### src/rtl/pong_cmd_pkg.sv
// pong_cmd_pkg: shared constants and encodings for the Pong UART command decoder
//   ASCII key codes, escape-FSM state encoding, paddle direction encoding.
package pong_cmd_pkg;
    localparam logic [7:0] KEY_W        = 8'h77;
    localparam logic [7:0] KEY_S        = 8'h73;
    localparam logic [7:0] KEY_I        = 8'h69;
    localparam logic [7:0] KEY_K        = 8'h6B;
    localparam logic [7:0] KEY_SPACE    = 8'h20;
    localparam logic [7:0] KEY_CR       = 8'h0D;
    localparam logic [7:0] KEY_ESC      = 8'h1B;
    localparam logic [7:0] KEY_LBRACKET = 8'h5B;
    localparam logic [7:0] KEY_A        = 8'h41;
    localparam logic [7:0] KEY_B        = 8'h42;
    localparam logic [7:0] KEY_C        = 8'h43;
    localparam logic [7:0] KEY_D        = 8'h44;

    typedef enum logic [1:0] {IDLE, ESC_SEEN, CSI} state_t;
    typedef enum logic [1:0] {NONE, UP, DN} dir_t;

    // Folds an ASCII letter to lower case; only meaningful when compared against a lower-case letter.
    function automatic logic [7:0] to_lower(input logic [7:0] b);
        return b | 8'h20;
    endfunction
endpackage

### src/rtl/pong_hold_timer.sv
// pong_hold_timer: holds one paddle's up/down level for CLKS_PER_HOLD cycles after each load
//   i_Clk, i_Rst_L (async active-low) ; i_Load strobe ; i_Dir (UP/DN) ; o_Up, o_Dn registered levels
module pong_hold_timer
    import pong_cmd_pkg::*;
#(
    parameter int CLKS_PER_HOLD = 2500000
) (
    input  logic       i_Clk,
    input  logic       i_Rst_L,
    input  logic       i_Load,
    input  logic [1:0] i_Dir,
    output logic       o_Up,
    output logic       o_Dn
);
    localparam int W = $clog2(CLKS_PER_HOLD + 1);
    localparam logic [W-1:0] HOLD = W'(CLKS_PER_HOLD);

    logic [W-1:0] cnt;

    // A load always overwrites direction, so up and down can never be high together.
    always_ff @(posedge i_Clk or negedge i_Rst_L) begin
        if (!i_Rst_L) begin
            cnt  <= '0;
            o_Up <= 1'b0;
            o_Dn <= 1'b0;
        end else if (i_Load) begin
            cnt  <= HOLD;
            o_Up <= i_Dir == UP;
            o_Dn <= i_Dir == DN;
        end else if (cnt > W'(1)) begin
            cnt  <= cnt - W'(1);
        end else begin
            cnt  <= '0;
            o_Up <= 1'b0;
            o_Dn <= 1'b0;
        end
    end
endmodule

### src/rtl/pong_uart_cmd_decoder.sv
// pong_uart_cmd_decoder: turns UART keyboard bytes into Pong start/paddle controls
//   i_Clk, i_Rst_L (async active-low) ; i_RX_DV/i_RX_Byte from UART_RX
//   o_Game_Start, o_Cmd_Err one-cycle pulses ; o_Paddle_{Up,Dn}_P{1,2} held levels
//   PONG_CMD_ECHO_EN adds o_Echo_DV/o_Echo_Byte copying every byte that raised a control output
module pong_uart_cmd_decoder
    import pong_cmd_pkg::*;
#(
    parameter int CLKS_PER_HOLD    = 2500000,
    parameter int ESC_TIMEOUT_CLKS = 250000
) (
    input  logic       i_Clk,
    input  logic       i_Rst_L,
    input  logic       i_RX_DV,
    input  logic [7:0] i_RX_Byte,
    output logic       o_Game_Start,
    output logic       o_Paddle_Up_P1,
    output logic       o_Paddle_Dn_P1,
    output logic       o_Paddle_Up_P2,
    output logic       o_Paddle_Dn_P2,
`ifdef PONG_CMD_ECHO_EN
    output logic       o_Echo_DV,
    output logic [7:0] o_Echo_Byte,
`endif
    output logic       o_Cmd_Err
);
    localparam int TW = $clog2(ESC_TIMEOUT_CLKS + 1);
    localparam logic [TW-1:0] TMO = TW'(ESC_TIMEOUT_CLKS);

    state_t        state, nxt;
    logic [TW-1:0] tmo, tmo_nxt;
    dir_t          p1_dir, p2_dir;
    logic          start, err;
    logic [7:0]    lc;

    assign lc = to_lower(i_RX_Byte);

    always_comb begin
        p1_dir  = NONE;
        p2_dir  = NONE;
        start   = 1'b0;
        err     = 1'b0;
        nxt     = state;
        tmo_nxt = tmo;
        if (i_RX_DV) begin
            // A byte always wins over timer expiry and is judged in the current state.
            nxt     = IDLE;
            tmo_nxt = '0;
            case (state)
                IDLE: begin
                    if (lc == KEY_W) p1_dir = UP;
                    else if (lc == KEY_S) p1_dir = DN;
                    else if (lc == KEY_I) p2_dir = UP;
                    else if (lc == KEY_K) p2_dir = DN;
                    else if (i_RX_Byte == KEY_SPACE || i_RX_Byte == KEY_CR) start = 1'b1;
                    else if (i_RX_Byte == KEY_ESC) begin
                        nxt     = ESC_SEEN;
                        tmo_nxt = TMO;
                    end else err = 1'b1;
                end
                ESC_SEEN: begin
                    if (i_RX_Byte == KEY_LBRACKET || i_RX_Byte == KEY_ESC) begin
                        nxt     = i_RX_Byte == KEY_ESC ? ESC_SEEN : CSI;
                        tmo_nxt = TMO;
                    end else err = 1'b1;
                end
                default: begin
                    if (i_RX_Byte == KEY_A) p2_dir = UP;
                    else if (i_RX_Byte == KEY_B) p2_dir = DN;
                    else if (i_RX_Byte != KEY_C && i_RX_Byte != KEY_D) err = 1'b1;
                end
            endcase
        end else if (state != IDLE) begin
            nxt     = tmo > TW'(1) ? state : IDLE;
            tmo_nxt = tmo > TW'(1) ? tmo - TW'(1) : '0;
        end
    end

    always_ff @(posedge i_Clk or negedge i_Rst_L) begin
        if (!i_Rst_L) begin
            state        <= IDLE;
            tmo          <= '0;
            o_Game_Start <= 1'b0;
            o_Cmd_Err    <= 1'b0;
        end else begin
            state        <= nxt;
            tmo          <= tmo_nxt;
            o_Game_Start <= start;
            o_Cmd_Err    <= err;
        end
    end

`ifdef PONG_CMD_ECHO_EN
    logic hit;
    assign hit = p1_dir != NONE || p2_dir != NONE || start;

    always_ff @(posedge i_Clk or negedge i_Rst_L) begin
        if (!i_Rst_L) begin
            o_Echo_DV   <= 1'b0;
            o_Echo_Byte <= '0;
        end else begin
            o_Echo_DV   <= hit;
            o_Echo_Byte <= hit ? i_RX_Byte : o_Echo_Byte;
        end
    end
`endif

    pong_hold_timer #(.CLKS_PER_HOLD(CLKS_PER_HOLD)) u_p1 (
        .i_Clk  (i_Clk),
        .i_Rst_L(i_Rst_L),
        .i_Load (p1_dir != NONE),
        .i_Dir  (p1_dir),
        .o_Up   (o_Paddle_Up_P1),
        .o_Dn   (o_Paddle_Dn_P1)
    );

    pong_hold_timer #(.CLKS_PER_HOLD(CLKS_PER_HOLD)) u_p2 (
        .i_Clk  (i_Clk),
        .i_Rst_L(i_Rst_L),
        .i_Load (p2_dir != NONE),
        .i_Dir  (p2_dir),
        .o_Up   (o_Paddle_Up_P2),
        .o_Dn   (o_Paddle_Dn_P2)
    );
endmodule

### config.mk
export PLATFORM = sky130hd
export DESIGN_NAME = pong_uart_cmd_decoder
export DESIGN_NICKNAME = d
export VERILOG_FILES = /design/src/rtl/pong_cmd_pkg.sv /design/src/rtl/pong_hold_timer.sv /design/src/rtl/pong_uart_cmd_decoder.sv
export SDC_FILE = /design/constraint.sdc
export NUM_CORES = 1
export LEC_CHECK = 0
export ABC_AREA = 1
export BUFFER_PORTS_ARGS = -buffer_cell sky130_fd_sc_hd__clkbuf_2
export CAP_MARGIN = 25
export CORE_ASPECT_RATIO = 0.9
export CORE_MARGIN = 3
export CORE_UTILIZATION = 67
export DETAILED_ROUTE_END_ITERATION = 10
export GPL_TIMING_DRIVEN = 0
export PLACE_DENSITY_LB_ADDON = 0.25
export SLEW_MARGIN = 20
export SYNTH_ARGS = -nofsm -noshare
export SYNTH_HDL_FRONTEND = slang
export SYNTH_HIERARCHICAL = 1
export SYNTH_SLANG_ARGS = --single-unit
export TNS_END_PERCENT = 20
### constraint.sdc
create_clock -name i_Clk -period 3 [get_ports i_Clk]
set_clock_uncertainty 0.15 [all_clocks]
set_input_delay 0.15 -clock i_Clk [delete_from_list [all_inputs] [get_ports i_Clk]]
set_output_delay 0.15 -clock i_Clk [all_outputs]
set_load 0.1 [all_outputs]
==> impl_metrics.ini <==
[global_route]
grt_max_degree = 38
grt_pass1_vias = 3764
overflow = 0
antenna_found_initial = 0
grt_usage_pct = 26.7
grt_pass1_wl_mm = 16.6

[logic_synthesis]
ys_types = 35
synth_ff_type = dfrtp_1
ys_seq_area_share_pct = 39.6
yosys_warnings = 6
synthTopCellsByCount = nand2_1 (157), nor2_1 (120), dfrtp_1 (70)
yosysTopAreaCell = dfrtp_1
yosys-top-cells-area = dfrtp_1 (40%), nand2_1 (13%), nor2_1 (10%)
ys_ff_latch = 70
syn_area_per_cell_um2 = 7.34
synth_area_um2 = 4430
netlist.area_leader.share_pct = 39.6
synth_most_common_cell = nand2_1
async_flop_share_pct = 100
syn_inst = 603
synth_edf_count = 0
syn_nets = 620

[critical_path]
worstRegToRegCells = 10
r2r_slack_ps = 810
path_cells = nor2_4 > inv_2 > nor2_1 > inv_1 > o21ai_1 > or2_1 > inv_1 > nand2_4 > buf_12 > nor2_2
required_ps = 3080
cp-end-kind = flip-flop
cp_max_fo = 10
cp-start-kind = flip-flop
cpPeakStageDelay_ps = 470
cp.arrival_ps = 2270
r2r_end = u_p2/cnt[9]
crit_top_cell = inv_1
crit_slowest_cell = dfrtp_1
crit_type = flip-flop to flip-flop
regToRegStartpoint = state[1]

[placement]
place_ws_ps = 843
placed_cell_area_um2 = 4630
dp_hpwl_mm = 6.99
port_buffers = 15
gp_congestion = 0.944
dpl.cell_count = 706

[sta]
fin_tns_setup_ps = 0
worstMarginPinSlew_ps = 545
timing.fmax_mhz = 457
rsz0062_at_grt = false
fin_crit_ps = 2190
hold_viol_final = 0
setup_viol = 0
fin_ws_ps = 810
slew_headroom_pct = 63.8
slew_viol_final = 0
period_share_pct = 73.0

[routing]
dr.pass1.iters = 5
wl_per_cell_um = 12.8
drt_iter0_drc = 215
routed_via_density = 5.36
post-route-drc-count = 0
dr_total_vias = 3879
ant_nets = 0
wl_mm = 9.26

[layout]
instances_no_fill = 724
stdcell_area_um2 = 4850
drive_gt1_share_pct = 15.9
antenna_cells = 0
nets = 650
syn_to_final_growth_pct = 9.58

[min_path]
whs_endpoint = o_Cmd_Err
hp-class = input pin to flip-flop
whs_path_depth = 5
worstHoldStart = i_RX_Byte[5]

[floorplanning]
top_level_ports = 17
dieArea_um2 = 7620
initial_core_util_pct = 70.8
rows = 27
die_w_um = 91.7
die_y_um = 83.1
core_region_area_um2 = 6250

[clocking]
cts_resized = 0
ctsRootBufferMaster = clkbuf_8
clkTransAtPathRegs_ps = 70
cts_made_buffers = 9
clock-sinks = 70
holdBufCountCts = 3
post_cts_buffers = 0
htree_levels = 3
clockBufferDepth = 2
clock_latency_ps = 350
cts_tree = done

[pwr]
switchingPower_uw = 1250
p_leak_uw = 0.00231
p_int_uw = 1920
combinationalPowerShare_pct = 34.5
swShare_pct = 39.5
vdd_drop_max_mv = 0.537
total_power_uw = 3170
powerDensity_nw_per_um2 = 653
seqPwrFrac_pct = 42.1
clock_power_share_pct = 23.3

[status]
status = finished, final reports clean

[run]
maxCapViolCount = 0
## per-stage QoR
step / utilization (%) / hold slack (ps)
finish: 77.6 / 107
global route: 77.6 / 151
CTS: 77.6 / 83.8
detailed placement: 74.1 / 6.73
global placement: 73.8 / 304
floorplan: - / -296
## placed cells by master (no fill, tap or decap), types with 3 or more instances in the layout
cell / n
nand2_1: 157
nor2_1: 120
dfrtp_1: 70
inv_1: 53
nand3_1: 43
nor2_2: 37
xor2_1: 26
clkbuf_2: 14
o21ai_0: 11
xnor2_1: 10
clkbuf_8: 9
nand2_4: 7
nand4_1: 7
o21ai_1: 6
nand3_2: 6
ha_1: 6
nor3_1: 5
a21oi_1: 5
o21bai_1: 5
inv_2: 4
nor2_4: 4
nand2_2: 3
dlygate4sd3_1: 3
buf_12: 3
## routing by layer
layer / GRT usage [%] / share of wire [%] / up-vias / routed length, µm
met1: 35.4 / 46 / 1818 / 4300
met2: 43.7 / 48 / 100 / 4450
met4: 7.81 / 1.2 / 0 / 112
met5: 0 / 0 / - / 0
li1: - / - / 1947 / -
met3: 6.25 / 4.4 / 14 / 403
## power by group through the flow
stage                     registers [µW]  clock network [µW]  logic [µW]
after detailed placement            1340                   0        1060
after global routing                1360                 800        1240
after CTS                           1330                 751        1080
final                               1340                 739        1090
after global placement              1330                   0        1020
after floorplan                     1310                   0         854
## worst max-delay path by stage
| stage | from | end | slack [ps] | depth (start not counted) |
|---|---|---|---|---|
| after floorplan | state[1] | u_p2/cnt[11] | 1160 | 10 |
| after global placement | state[1] | u_p2/cnt[9] | 880 | 10 |
| after detailed placement | state[1] | u_p2/cnt[14] | 840 | 10 |
| after CTS | state[1] | u_p2/cnt[9] | 820 | 10 |
| after global routing | state[1] | u_p2/cnt[4] | 670 | 10 |
| final | state[1] | u_p2/cnt[9] | 810 | 10 |
## worst max-delay path, delay by kind of cell (launching register included)
family | cells | cell delay [ps]
AND/OR/NAND/NOR | 5 | 740
buffers and inverters | 4 | 490
flip-flops | 1 | 470
AO/OA/AOI/OAI | 1 | 230
## state kept, by name, summed over array words and instances, names as in the netlist
signal,cells
u_p1/cnt,22
u_p2/cnt,22
tmo,18
state,2
o_Cmd_Err,1
o_Game_Start,1
u_p1/o_Dn,1
u_p1/o_Up,1
u_p2/o_Dn,1
u_p2/o_Up,1
## cell type report
cell class,count,area (µm²)
multi-input cells,471,2400
flip-flops and latches,70,1750
fillers,450,1400
inverters,58,220
repair buffers,19,128
clock buffers,9,124
well taps,87,109
clock inverters,6,63.8
plain buffers,4,56.3
## kinds of logic after synthesis
group           after synthesis  share of synthesized area, %
compound gates               31                          3.99
flops                        70                          39.6
xor+xnor                     36                          7.12
simple gates                398                          41.4
buf+inv                      62                          6.25
fa+ha+maj                     6                          1.70
(Power assumes the default switching activity.)
